--- config.mk ---
export PLATFORM = sky130hd
export DESIGN_NAME = video_timing_gen
export DESIGN_NICKNAME = d
export VERILOG_FILES = /design/src/rtl/video_timing_pkg.sv /design/src/rtl/vtg_delay_line.sv /design/src/rtl/video_timing_gen.sv
export SDC_FILE = /design/constraint.sdc
export NUM_CORES = 1
export LEC_CHECK = 0
export CORE_MARGIN = 3
export CORE_UTILIZATION = 31
export DETAILED_ROUTE_END_ITERATION = 7
export GPL_TIMING_DRIVEN = 0
export PLACE_DENSITY = 0.54
export REMOVE_ABC_BUFFERS = 1
export SLEW_MARGIN = 15
export SYNTH_ARGS = -nofsm -noshare
export SYNTH_HDL_FRONTEND = slang
export SYNTH_SLANG_ARGS = --single-unit
export TNS_END_PERCENT = 1
--- constraint.sdc ---
create_clock -name clk -period 3.5 [get_ports clk]
set_input_delay 0.7 -clock clk [delete_from_list [all_inputs] [get_ports clk]]
set_output_delay 0.7 -clock clk [all_outputs]
set_load 0.02 [all_outputs]
--- src/rtl/video_timing_pkg.sv ---
// Shared XGA 1024x768@60 timing constants, counter widths and the sync bundle type
// used by video_timing_gen and its output delay line.
package video_timing_pkg;

    localparam int CNT_W = 11;
    localparam int PIX_W = 10;

    localparam int XGA_H_ACTIVE = 1024;
    localparam int XGA_H_FP     = 24;
    localparam int XGA_H_SYNC   = 136;
    localparam int XGA_H_BP     = 160;
    localparam int XGA_H_TOTAL  = XGA_H_ACTIVE + XGA_H_FP + XGA_H_SYNC + XGA_H_BP;

    localparam int XGA_V_ACTIVE = 768;
    localparam int XGA_V_FP     = 3;
    localparam int XGA_V_SYNC   = 6;
    localparam int XGA_V_BP     = 29;
    localparam int XGA_V_TOTAL  = XGA_V_ACTIVE + XGA_V_FP + XGA_V_SYNC + XGA_V_BP;

    // Display-side bundle carried through the delay line, all active-high.
    typedef struct packed {
        logic de;
        logic hs;
        logic vs;
    } vtg_sync_t;

endpackage

--- src/rtl/vtg_delay_line.sv ---
// Parameterised shift register with asynchronous reset and shift enable.
// DEPTH = 0 degenerates to a straight wire.
module vtg_delay_line #(
    parameter int               WIDTH   = 3,
    parameter int               DEPTH   = 1,
    parameter logic [WIDTH-1:0] RST_VAL = '0
) (
    input  logic             clk,
    input  logic             rst,
    input  logic             i_en,
    input  logic [WIDTH-1:0] i_d,
    output logic [WIDTH-1:0] o_q
);

    generate
        if (DEPTH == 0) begin : g_bypass
            assign o_q = i_d;
        end else begin : g_shift
            logic [WIDTH-1:0] r_stage [DEPTH];

            always_ff @(posedge clk or posedge rst) begin
                if (rst) begin
                    for (int i = 0; i < DEPTH; i++) r_stage[i] <= RST_VAL;
                end else if (i_en) begin
                    r_stage[0] <= i_d;
                    for (int i = 1; i < DEPTH; i++) r_stage[i] <= r_stage[i-1];
                end
            end

            assign o_q = r_stage[DEPTH-1];
        end
    endgenerate

endmodule

--- src/rtl/video_timing_gen.sv ---
// Free-running raster timing source (default 1024x768@60) with registered decode
// and an OUT_DLY-deep display output path. Define VTG_CLKEN_EN to add the pix_ce enable.
module video_timing_gen
    import video_timing_pkg::*;
#(
    parameter int H_ACTIVE = XGA_H_ACTIVE,
    parameter int H_FP     = XGA_H_FP,
    parameter int H_SYNC   = XGA_H_SYNC,
    parameter int H_BP     = XGA_H_BP,
    parameter int V_ACTIVE = XGA_V_ACTIVE,
    parameter int V_FP     = XGA_V_FP,
    parameter int V_SYNC   = XGA_V_SYNC,
    parameter int V_BP     = XGA_V_BP,
    parameter bit HS_POL   = 1'b0,
    parameter bit VS_POL   = 1'b0,
    parameter int OUT_DLY  = 1
) (
    input  logic             clk,
    input  logic             rst,
`ifdef VTG_CLKEN_EN
    input  logic             pix_ce,
`endif
    output logic [PIX_W-1:0] pix_x,
    output logic [PIX_W-1:0] pix_y,
    output logic             video_active,
    output logic             vsync,
    output logic             hsync_int,
    output logic             line_start,
    output logic             frame_start,
    output logic             de_out,
    output logic             hsync_out,
    output logic             vsync_out
);

    localparam int H_TOTAL = H_ACTIVE + H_FP + H_SYNC + H_BP;
    localparam int V_TOTAL = V_ACTIVE + V_FP + V_SYNC + V_BP;

    localparam logic [CNT_W-1:0] C_H_ACT  = CNT_W'(H_ACTIVE);
    localparam logic [CNT_W-1:0] C_HS_BEG = CNT_W'(H_ACTIVE + H_FP);
    localparam logic [CNT_W-1:0] C_HS_END = CNT_W'(H_ACTIVE + H_FP + H_SYNC);
    localparam logic [CNT_W-1:0] C_H_LAST = CNT_W'(H_TOTAL - 1);
    localparam logic [CNT_W-1:0] C_V_ACT  = CNT_W'(V_ACTIVE);
    localparam logic [CNT_W-1:0] C_VS_BEG = CNT_W'(V_ACTIVE + V_FP);
    localparam logic [CNT_W-1:0] C_VS_END = CNT_W'(V_ACTIVE + V_FP + V_SYNC);
    localparam logic [CNT_W-1:0] C_V_LAST = CNT_W'(V_TOTAL - 1);

    generate
        if (H_ACTIVE > 1024 || V_ACTIVE > 1024 || OUT_DLY < 0 || OUT_DLY > 7 ||
            H_TOTAL > (1 << CNT_W) || V_TOTAL > (1 << CNT_W)) begin : g_bad_cfg
            $error("video_timing_gen: unsupported timing configuration");
        end
    endgenerate

    logic             w_ce;
    logic [CNT_W-1:0] r_h_cnt;
    logic [CNT_W-1:0] r_v_cnt;
    logic             w_active;
    logic             w_hs;
    logic             w_vs;

    logic [PIX_W-1:0] r_pix_x;
    logic [PIX_W-1:0] r_pix_y;
    logic             r_active;
    logic             r_hsync;
    logic             r_vsync;
    logic             r_line_start;
    logic             r_frame_start;

    vtg_sync_t        w_dly_in;
    vtg_sync_t        w_dly_out;

`ifdef VTG_CLKEN_EN
    assign w_ce = pix_ce;
`else
    assign w_ce = 1'b1;
`endif

    assign w_active = (r_h_cnt < C_H_ACT) && (r_v_cnt < C_V_ACT);
    assign w_hs     = (r_h_cnt >= C_HS_BEG) && (r_h_cnt < C_HS_END);
    // Depends on v only, so it can change only when the line wraps at h = 0.
    assign w_vs     = (r_v_cnt >= C_VS_BEG) && (r_v_cnt < C_VS_END);

    always_ff @(posedge clk or posedge rst) begin
        if (rst) begin
            r_h_cnt       <= '0;
            r_v_cnt       <= '0;
            r_pix_x       <= '0;
            r_pix_y       <= '0;
            r_active      <= 1'b0;
            r_hsync       <= 1'b0;
            r_vsync       <= 1'b0;
            r_line_start  <= 1'b0;
            r_frame_start <= 1'b0;
        end else if (w_ce) begin
            r_pix_x       <= w_active ? r_h_cnt[PIX_W-1:0] : '0;
            r_pix_y       <= w_active ? r_v_cnt[PIX_W-1:0] : '0;
            r_active      <= w_active;
            r_hsync       <= w_hs;
            r_vsync       <= w_vs;
            r_line_start  <= (r_h_cnt == '0);
            r_frame_start <= (r_h_cnt == '0) && (r_v_cnt == '0);
            if (r_h_cnt == C_H_LAST) begin
                r_h_cnt <= '0;
                r_v_cnt <= (r_v_cnt == C_V_LAST) ? '0 : r_v_cnt + 1'b1;
            end else begin
                r_h_cnt <= r_h_cnt + 1'b1;
            end
        end
    end

    assign w_dly_in.de = r_active;
    assign w_dly_in.hs = r_hsync;
    assign w_dly_in.vs = r_vsync;

    vtg_delay_line #(
        .WIDTH   ($bits(vtg_sync_t)),
        .DEPTH   (OUT_DLY),
        .RST_VAL ('0)
    ) u_out_dly (
        .clk  (clk),
        .rst  (rst),
        .i_en (w_ce),
        .i_d  (w_dly_in),
        .o_q  (w_dly_out)
    );

    assign pix_x        = r_pix_x;
    assign pix_y        = r_pix_y;
    assign video_active = r_active;
    assign vsync        = r_vsync;
    assign hsync_int    = r_hsync;
    assign line_start   = r_line_start;
    assign frame_start  = r_frame_start;
    // Polarity is applied after the delay so reset stages read as deasserted.
    assign de_out       = w_dly_out.de;
    assign hsync_out    = w_dly_out.hs ^ ~HS_POL;
    assign vsync_out    = w_dly_out.vs ^ ~VS_POL;

endmodule
==> Yosys cells after proc, flatten, opt, wreduce, memory -nomap -nowiden <==
Index checks and enable logic that the tools add are counted.
{ "totals": {"register_bits": 50, "in_bits": 2, "out_inout_bits": 28, "word_cells": 32} }
{ "op_classes": {"add_sub_neg": 2, "magnitude_cmp": 6, "n_eq_ne": 2, "n_mux": 4, "bitwise": 2, "n_reduce_logical": 6} }
{ "op_table": {"columns": ["op", "count"], "rows": [
  ["$add A11 B1 Y11 const B", 2],
  ["$logic_not A11 Y1", 2],
  ["$lt A11 B10 Y1 const B", 2],
  ["$lt A11 B11 Y1 const B", 2],
  ["$mux W11", 2],
  ["$mux W10", 2],
  ["$eq A11 B10 Y1 const B", 1],
  ["$eq A11 B11 Y1 const B", 1],
  ["$ge A11 B10 Y1 const B", 1],
  ["$ge A11 B11 Y1 const B", 1],
  ["$logic_and A1 B1 Y1", 4],
  ["$not A1 Y1", 2]
]} }

==> Longest topological paths before layout <==
Gate-level depths: netlist of the first run.
{ "logic_depth": {"word_depth": 3, "mapped_depth": 6, "mapped_depth_nobuf": 6} }

==> By module <==
Synthesis of the first run repeated with hierarchy kept, for this count alone.
{ "hier_totals": {"hier_cells": 198, "hier_area_um2": 2174.6} }
{ "modules_own_cells": {"columns": ["mod", "n_inst", "cells_per_inst", "area_each_um2", "seq_area_each_um2"], "rows": [
  ["video_timing_gen", 1, 191, 2062.0, 1176.1],
  ["vtg_delay_line", 1, 7, 112.6, 75.1]
]} }

==> Worst setup path before layout of the first run <==
Ideal clock, no wire load.
{ "synth_path": {"path_kind": "register -> register", "startpoint": "register r_h_cnt[0]", "endpoint": "register r_v_cnt[2]", "setup_ns": 0.122, "arrival_time_ns": 1.440, "required_ns": 3.378, "path_slack_ns": 1.938, "stages_incl_launch_ff": 7, "path_buffers": 1, "cell_sequence": "dfrtp_1 > ha_1 > nand4b_4 > nor4_4 > buf_4 > o21ai_0 > a32o_1"} }
{ "synth_between": {"elab_chain_cells": 1} }
{ "synth_rtl": {"columns": ["element", "line_no", "rtl"], "rows": [
  ["start, declared", "video_timing_gen.sv:55", "logic [CNT_W-1:0] r_h_cnt;"],
  ["start signal, assigned", "video_timing_gen.sv:106", "r_h_cnt <= r_h_cnt + 1'b1;"],
  ["$eq A11 B11 Y1", "video_timing_gen.sv:102", "if (r_h_cnt == C_H_LAST) begin"],
  ["end signal, assigned", "video_timing_gen.sv:104", "r_v_cnt <= (r_v_cnt == C_V_LAST) ? '0 : r_v_cnt + 1'b1;"],
  ["end, declared", "video_timing_gen.sv:56", "logic [CNT_W-1:0] r_v_cnt;"]
]} }
Every way passes these cells.
A chain may end at the register's enable or synchronous reset.

==> Worst setup path after layout of the first run <==
{ "layout_path": {"startpoint": "register r_h_cnt[10]", "endpoint": "register r_v_cnt[3]"} }
The elaborated chain is that of the path after synthesis.

==> impl.org, run 1 <==
** Run status
- Run status :: finished, final reports clean

** STA
- At the pin with the least slew margin, the transition time is 0.9784 ns.
- Rel. slew slack :: 34.28%
- Pins over their slew limit :: 0
- Post-Route Skew :: 0.008929 ns
- Setup repair after global routing missed its margin :: false
- For the final routed database, the setup TNS stands at 0 ns.
- Post-layout min period :: 2.334 ns
- Fraction of the cycle the final worst path needs :: 66.70%
- Number of endpoints failing setup at the final stage :: 0
- The number of failing hold endpoints at the final stage came to 0.
- Static timing analysis puts the maximum clock frequency at 428.4 MHz.

** Drt
- The first routing iteration left 81 violations.
- After detailed routing, the average wire length per cell comes to 13.98 um.
- Antenna Violating Nets Remaining :: 0
- Via-per-instance ratio :: 4.958
- Summing over every cut layer, the via total after detailed routing is 1418.
- Aggregate routed wire length :: 3998 um
- Number of design rule violations left after detail routing :: 0
- The first detailed-routing pass ran for 4 iterations.

** Worst setup path
- Worst endpoint data arrival time :: 2.53 ns
- Critical Path End :: r_v_cnt[3]
- Crit-path max FO :: 21
- The worst setup path is launched from a flop.
- Critical Path Source :: r_h_cnt[10]
- Crit path cell chain :: nand2b_1 > nor4_4 > nand3_1 > mux2_1
- In this run the critical register-to-register path is launched from r_h_cnt[10].
- In this design, the stage delay of the slowest critical-path cell is 0.88 ns.
- Setup slack of the worst register-to-register path :: 1.17 ns
- Nature of the critical path endpoint :: flop
- The slowest stage of the critical path belongs to the cell nor4_4.
- The critical path is of the flop to flop type.
- Worst R2R Path Depth :: 4
- At the worst endpoint, the required time is 3.70 ns.
- The worst register-to-register path ends at r_v_cnt[3].

** Global routing
- Largest net degree at the start of global routing :: 34
- Global router's overall resource usage :: 11.45%
- The via count of the first global-routing pass is 1354.
- Wire length of the first global-routing pass :: 6851 um
- Gr ovfl total :: 0
- Number of antenna violations at the first check in global routing :: 0

** Power
- Combinational power share :: 1.5%
- Sequential cells account for 61.7% of the total power.
- Clk network pwr share :: 36.7%
- The design draws 0.0009347 W.
- Switching Share :: 20.83%
- In this run the power density over the cells is 360.0 nW/um^2.
- The analysis attributes to net switching a power of 0.0001947 W.
- Design internal power :: 0.0007400 W
- VDD sags by at most 0.1431 mV.
- Summed over all cells, the static leakage comes to 1.226 nW.

** Synthesis
- Synthesis produced 182 cells.
- Sequential share of the synthesized area :: 58.34%
- The synthesized netlist occupies a cell area of 2145 sq um.
- The number of different library cells used by synthesis comes to 41.
- Flip-flop and latch count after synthesis :: 50
- Synthesis Warnings :: 0
- A synthesized cell averages 11.78 sq um.

** Clock tree
- Hold buffer count at CTS :: 0
- Number of buffers added for setup after CTS :: 0
- For the worst-skew pair, the clock arrives at the later sink with an insertion delay of 0.31 ns.
- In this run, CTS created clock tree buffers numbering 5.
- The clock drives 50 sinks.
- Maximum level of the CTS H-tree :: 2
- Cell chosen for the clock root :: clkbuf_8
- Post-CTS repair changed the size of 0 cells.
- CTS tree :: yes
- Clock Tree Buf Depth :: 2
- Clock-pin slew was measured on the worst setup and hold paths at 0.09 ns.

** Layout
- Nets@finish :: 215
- The library cell used most frequently in the layout, excluding fill and tap cells, is dfrtp_1.
- Core Util, Final :: 39.75%
- The library cells used most frequently in the layout, excluding fill and tap cells, are dfrtp_1 (50), clkdlybuf4s50_1 (29), and2_1 (18).
- In the final layout, the share of cells above drive strength 1 is 6.699%.
- Number of fillers in the final layout :: 640
- The number of antenna diodes in the final layout is 0.
- Compared with the post-synthesis result, the final layout area differs by 21.06%.

** Placed design
- Once detailed placement completed, the half-perimeter wirelength came to 2640 um.
- The congestion estimate from routability-driven global placement came to 0.7997.
- Input and output buffers added on the ports amount to 29.

** Die
- Starting utilization of the core area :: 32.84%
- Die Width :: 89.18 um
- Total Die Area :: 7952 sq um
- Top-level I/O count :: 30
- The initialized floorplan defines 29 standard-cell rows.
- Die height :: 89.18 um
- The region available for standard cell placement spans 6531 sq um.

** Min path
- Origin of the worst min-delay path :: vsync
- The worst hold path belongs to the class flop to flop.

** Job
- Max-cap violations in this run came to 0.
==> worst min-delay path by stage <==
stage                             to  cells after the start
global placement    u_out_dly.o_q[1]                      0
CTS                 u_out_dly.o_q[0]                      0
detailed placement  u_out_dly.o_q[0]                      0
floorplan                 r_h_cnt[0]                      1
global route        u_out_dly.o_q[1]                      0
finish              u_out_dly.o_q[0]                      0
==> state kept, by name, indices dropped and copies added, names as in the netlist, 3 cells and up <==
| signal | count |
|---|---|
| u_out_dly.o_q | 3 |
| pix_y | 10 |
| pix_x | 10 |
| r_v_cnt | 11 |
| r_h_cnt | 11 |
==> stage by stage <==
stage          worst slack [ns]  hold slack (ns)  cells  instance area [sq um]
3_5_place_dp              1.124           0.3603    278                   2505
2_1_floorplan             1.554           0.4547    171                   2093
6_report                  1.166           0.3770    286                   2596
5_1_grt                  0.8944           0.3940    286                   2596
3_3_place_gp             0.6411           0.3602    277                   2480
4_1_cts                   1.118           0.3793    286                   2596
==> worst max-delay path, delay by kind of cell (launching register included) <==
kind	cells	cell delay, ns
DFF	1	0.62
muxes	1	0.34
and+or+nand+nor	3	1.26
==> cell usage after synthesis <==
cell	instances	share of area, %
nand4_1	5	1.5
o21ai_0	8	1.9
nor3_1	2	0.47
nor4_1	10	2.9
a211oi_1	1	0.35
mux2_1	1	0.53
and3_1	5	1.5
buf_4	1	0.35
and4b_1	1	0.47
a21boi_0	1	0.35
nand2_1	2	0.35
a21bo_1	1	0.47
nor2_1	4	0.70
ha_1	5	2.9
a21oi_1	2	0.47
a221oi_1	1	0.41
a32o_1	1	0.47
a31oi_1	1	0.29
clkbuf_1	5	0.88
a31o_2	1	0.41
nand3_1	7	1.6
or4_1	1	0.35
and4_1	7	2.9
buf_2	5	1.2
nor2b_1	3	0.88
a41oi_1	1	0.41
mux2_2	1	0.53
and2_1	18	5.3
nand2b_1	2	0.58
nand4b_4	1	1.1
a21o_1	1	0.35
xnor2_1	5	2.0
dfrtp_1	50	58
o31ai_1	2	0.70
or3_1	1	0.29
nor4b_1	2	0.82
xor2_1	4	1.6
inv_1	10	1.8
nand3b_1	1	0.35
nor4_4	1	0.99
and3b_1	1	0.41
==> cell type report <==
| cell class | count | area (sq um) | share of cell area (%) |
|---|---|---|---|
| inverter | 10 | 37.54 | 1.446 |
| tap | 77 | 96.34 | 3.711 |
| clock buffer | 7 | 86.33 | 3.325 |
| timing repair buffer | 30 | 310.3 | 11.95 |
| clock inverter | 1 | 5.005 | 0.1928 |
| multi-input combinational | 111 | 809.5 | 31.18 |
| sequential | 50 | 1251 | 48.19 |
==> cell families (layout without fill, tap and decap cells) <==
group	Yosys count	count (layout)	synth area share, %
AO/OA/AOI/OAI	21	21	6.535
XOR/XNOR	9	9	3.675
adder cells (fa/ha/maj)	5	5	2.917
buffers and inverters	21	48	4.143
flip-flops	50	50	58.34
multiplexers	2	2	1.050
AND/OR/NAND/NOR	74	74	23.34
==> power groups by stage <==
stage	clock (W)	sequential, W	combinational (W)
after floorplan	0	0.000589	0.00000845
after global placement	0	0.000589	0.0000127
after detailed placement	0	0.000589	0.0000157
after CTS	0.000358	0.000577	0.0000157
after global routing	0.000379	0.000577	0.0000173
final	0.000343	0.000577	0.0000143
==> metal layers <==
layer / routed length [um] / track usage, % / vias to the layer above
met1: 2030 / 16.46 / 683
met5: 0 / 0 / -
li1: - / - / 697
met4: 93 / 5.683 / 0
met3: 175 / 2.765 / 6
met2: 1697 / 16.01 / 32
(Power assumes the default switching activity.)
==> inputs of run 2 (changes only) <==
clock period = 2.4 ns   (was 3.5 ns; I/O delays follow)
==> run 2 against run 1 <==
Effect of this change:
- cell count is 0.35% higher
- sequential share of layout area is 0.23 points lower
- die area stayed put
- highest routed layer unchanged
- combinational power is 47% higher
- clock skew is 0.0012 ns lower
- non-clock buffer count stayed put
- setup slack worse by 0.82 ns
- wire length is 4.3% higher
- utilization is 0.19 points higher
- final area is 0.48% higher
- critical endpoint is now r_v_cnt[8]
- worst hold slack hardly changed
==> impl.org, run 2 (same netlist as run 1, synthesis figures left out) <==
** Run status
- Run status :: finished, final reports clean

** Placed design
- The number of cells in the design after placement is 278 (unchanged).
- The post-placement worst setup slack is 0.02435 ns (-1.100 ns).
- The routability congestion estimate came to 0.7997 (unchanged).
- Port-buffer cells :: 29 (unchanged)
- The final HPWL from detailed placement is 2640 um (unchanged).

** Clock tree
- Number of instances resized during post-cts repair :: 0 (unchanged)
- Clock Tree Buf Depth :: 2 (unchanged)
- Number of buffers added for setup after CTS :: 0 (unchanged)
- Hold buffer count at CTS :: 0 (unchanged)
- TritonCTS built the clock tree.
- Clock insertion delay at the later pin of the skew report :: 0.31 ns (about the same)
- Clock Sinks :: 50 (unchanged)
- Cell chosen for the clock root :: clkbuf_8
- The post-CTS clock slew at the launch and capture registers of the worst setup and hold paths is 0.09 ns (about the same).
- The number of buffers created by CTS was 5 (unchanged).
- Maximum level of the CTS H-tree :: 2 (unchanged)

** Power
- Leakage Power :: 1.226 nW (about the same)
- The power density over the cells is 523.1 nW/um^2 (+45%).
- Peak ir drop on the vdd network :: 0.2083 mV (+46%)
- The combinational share of power was 1.5% (about the same).
- The total net switching power came to 0.0002854 W (+47%).
- The design internal power is 0.001079 W (+46%).
- The clock network power share was 36.8% (about the same).
- Power consumption :: 0.001365 W (+46%)
- The portion of total power attributed to sequential cells was 61.7% (about the same).
- Switching Share :: 20.92% (+0.087 points)

** Die
- The count of pins on the block boundary is 30 (unchanged).
- The floorplan die width is 89.18 um (unchanged).
- The die area came to 7952 sq um (unchanged).
- Starting utilization of the core area :: 32.84% (unchanged)
- Area of the core :: 6531 sq um (unchanged)
- The die height was 89.18 um (unchanged).
- FP Rows :: 29 (unchanged)

** Drt
- Aggregate routed wire length :: 4170 um (+4.3%)
- The routed length per placed instance was 14.53 um (+3.9%).
- The residual DRC count was 0 (unchanged).
- The average via count per standard cell is 5.024 (+1.3%).
- Count of TritonRoute iterations in the first routing pass :: 4 (unchanged)
- Detailed router's first-iteration violation count :: 81 (unchanged)
- Number of vias in the routed layout :: 1442 (+1.7%)
- Antenna Violating Nets Remaining :: 0 (unchanged)

** Layout
- From synthesis to final layout, the design area changed by 21.65%.
- In the final layout, the registers with the most flip-flops are r_h_cnt (11), r_v_cnt (11).
- The final instance count without filler cells is 287 (+0.35%).
- The share of final-layout standard cells stronger than drive strength 1 is 7.143% (+0.44 points).
- In the layout the commonest cells are dfrtp_1 (50), clkdlybuf4s50_1 (29), and2_1 (18).
- Commonest non-fill, non-tap cell in the layout :: dfrtp_1
- Antenna diodes :: 0 (unchanged)
- Nets@finish :: 216 (+0.47%)

** Worst setup path
- In this run the critical register-to-register path is captured at r_v_cnt[8].
- Tracing the worst setup path back leads to its startpoint at r_h_cnt[0].
- Worst endpoint data arrival time :: 2.29 ns (-0.24 ns)
- Class of the most critical setup path :: flop to flop
- The number of cells on the worst reg-to-reg path was 5 (+1).
- STA classifies the critical path endpoint as a flop.
- Setup slack of the worst register-to-register path :: 0.34 ns (-0.82 ns)
- The maximum fanout count along the critical path was 10 (-52%).
- The worst register-to-register path begins at r_h_cnt[0].
- The critical path data required time came to 2.63 ns (-1.07 ns).
- STA classifies the critical path startpoint as a flop.

** STA
- Final worst setup slack :: 0.3433 ns (-0.8223 ns)
- The maximum clock frequency is 486.2 MHz (+14%).
- The maximum clock skew at final layout came to 0.007723 ns (-0.001206 ns).
- Rel. slew slack :: 37.83% (+3.5 points)
- Setup repair after global routing missed its margin :: false
- The share of the clock period used by the worst path was 85.69% (+19 points).
- Post-layout min period :: 2.057 ns (-0.2777 ns)
- Final Hold Vio Count :: 0 (unchanged)
- The number of max-slew violations in the final report came to 0 (unchanged).
- The worst hold slack after final layout is 0.3773 ns (+0.0003100 ns).
- Number of endpoints failing setup at the final stage :: 0 (unchanged)
- Actual slew at the worst max-slew pin :: 0.9249 ns (-0.05354 ns)

** Job
- Maximum Capacitance Violations :: 0 (unchanged)

** Global routing
- The initial antenna violation count was 0 (unchanged).
- Wire length of the first global-routing pass :: 6851 um (unchanged)
- Gr ovfl total :: 0 (unchanged)
- Number of global-route vias before repair :: 1354 (unchanged)
- Global router's overall resource usage :: 11.45% (unchanged)
- Largest net degree at the start of global routing :: 34 (unchanged)

** Min path
- The path class of the tightest hold or removal check is flop to flop.
- Instance count along the most critical hold path :: 0 (unchanged)
- Origin of the worst min-delay path :: vsync
- Worst-case hold path end point :: u_out_dly.o_q[0]
==> run 2: metrics by stage <==
stage	setup TNS [ns]	area [sq um]	util [%]
2_1_floorplan	0	2093	-
3_3_place_gp	-11.83	2480	37.97
3_5_place_dp	0	2505	38.35
4_1_cts	0	2596	39.75
5_1_grt	0	2609	39.94
6_report	0	2609	39.94
==> run 2: cell type report <==
cell class | instances | area, sq um
fillers | 639 | 3923
flip-flops and latches | 50 | 1251
multi-input cells | 112 | 822.0
repair buffers | 30 | 310.3
well taps | 77 | 96.34
clock buffers | 7 | 86.33
inverters | 10 | 37.54
clock inverters | 1 | 5.005
==> run 2: worst max path at each step <==
stage	slack (ns)	cells past startpoint	to
global route	0.12	5	r_v_cnt[8]
detailed placement	0.02	4	r_v_cnt[3]
floorplan	0.45	5	r_v_cnt[3]
CTS	0.02	4	r_v_cnt[3]
global placement	-0.24	2	pix_x[1]
finish	0.34	5	r_v_cnt[8]
==> run 2: worst max-delay path: stages (launching register included) <==
cell	delay, ns
dfrtp_1	0.41
ha_1	0.31
nand4b_4	0.18
nor4_2	0.80
nand4_1	0.18
o21ai_0	0.12
==> run 2: power groups by stage <==
stage / clock network (W) / registers (W) / logic [W]
after floorplan: 0 / 0.000858 / 0.0000123
after global placement: 0 / 0.000858 / 0.0000185
after detailed placement: 0 / 0.000858 / 0.0000229
after CTS: 0.000522 / 0.000842 / 0.0000229
after global routing: 0.000553 / 0.000842 / 0.0000253
final: 0.000502 / 0.000842 / 0.0000210
==> run 2: layer usage <==
metal	track usage [%]	part of all wire, %
met1	16.46	49
met2	16.01	44
met3	2.765	4.5
met4	5.683	2.2
met5	0	0
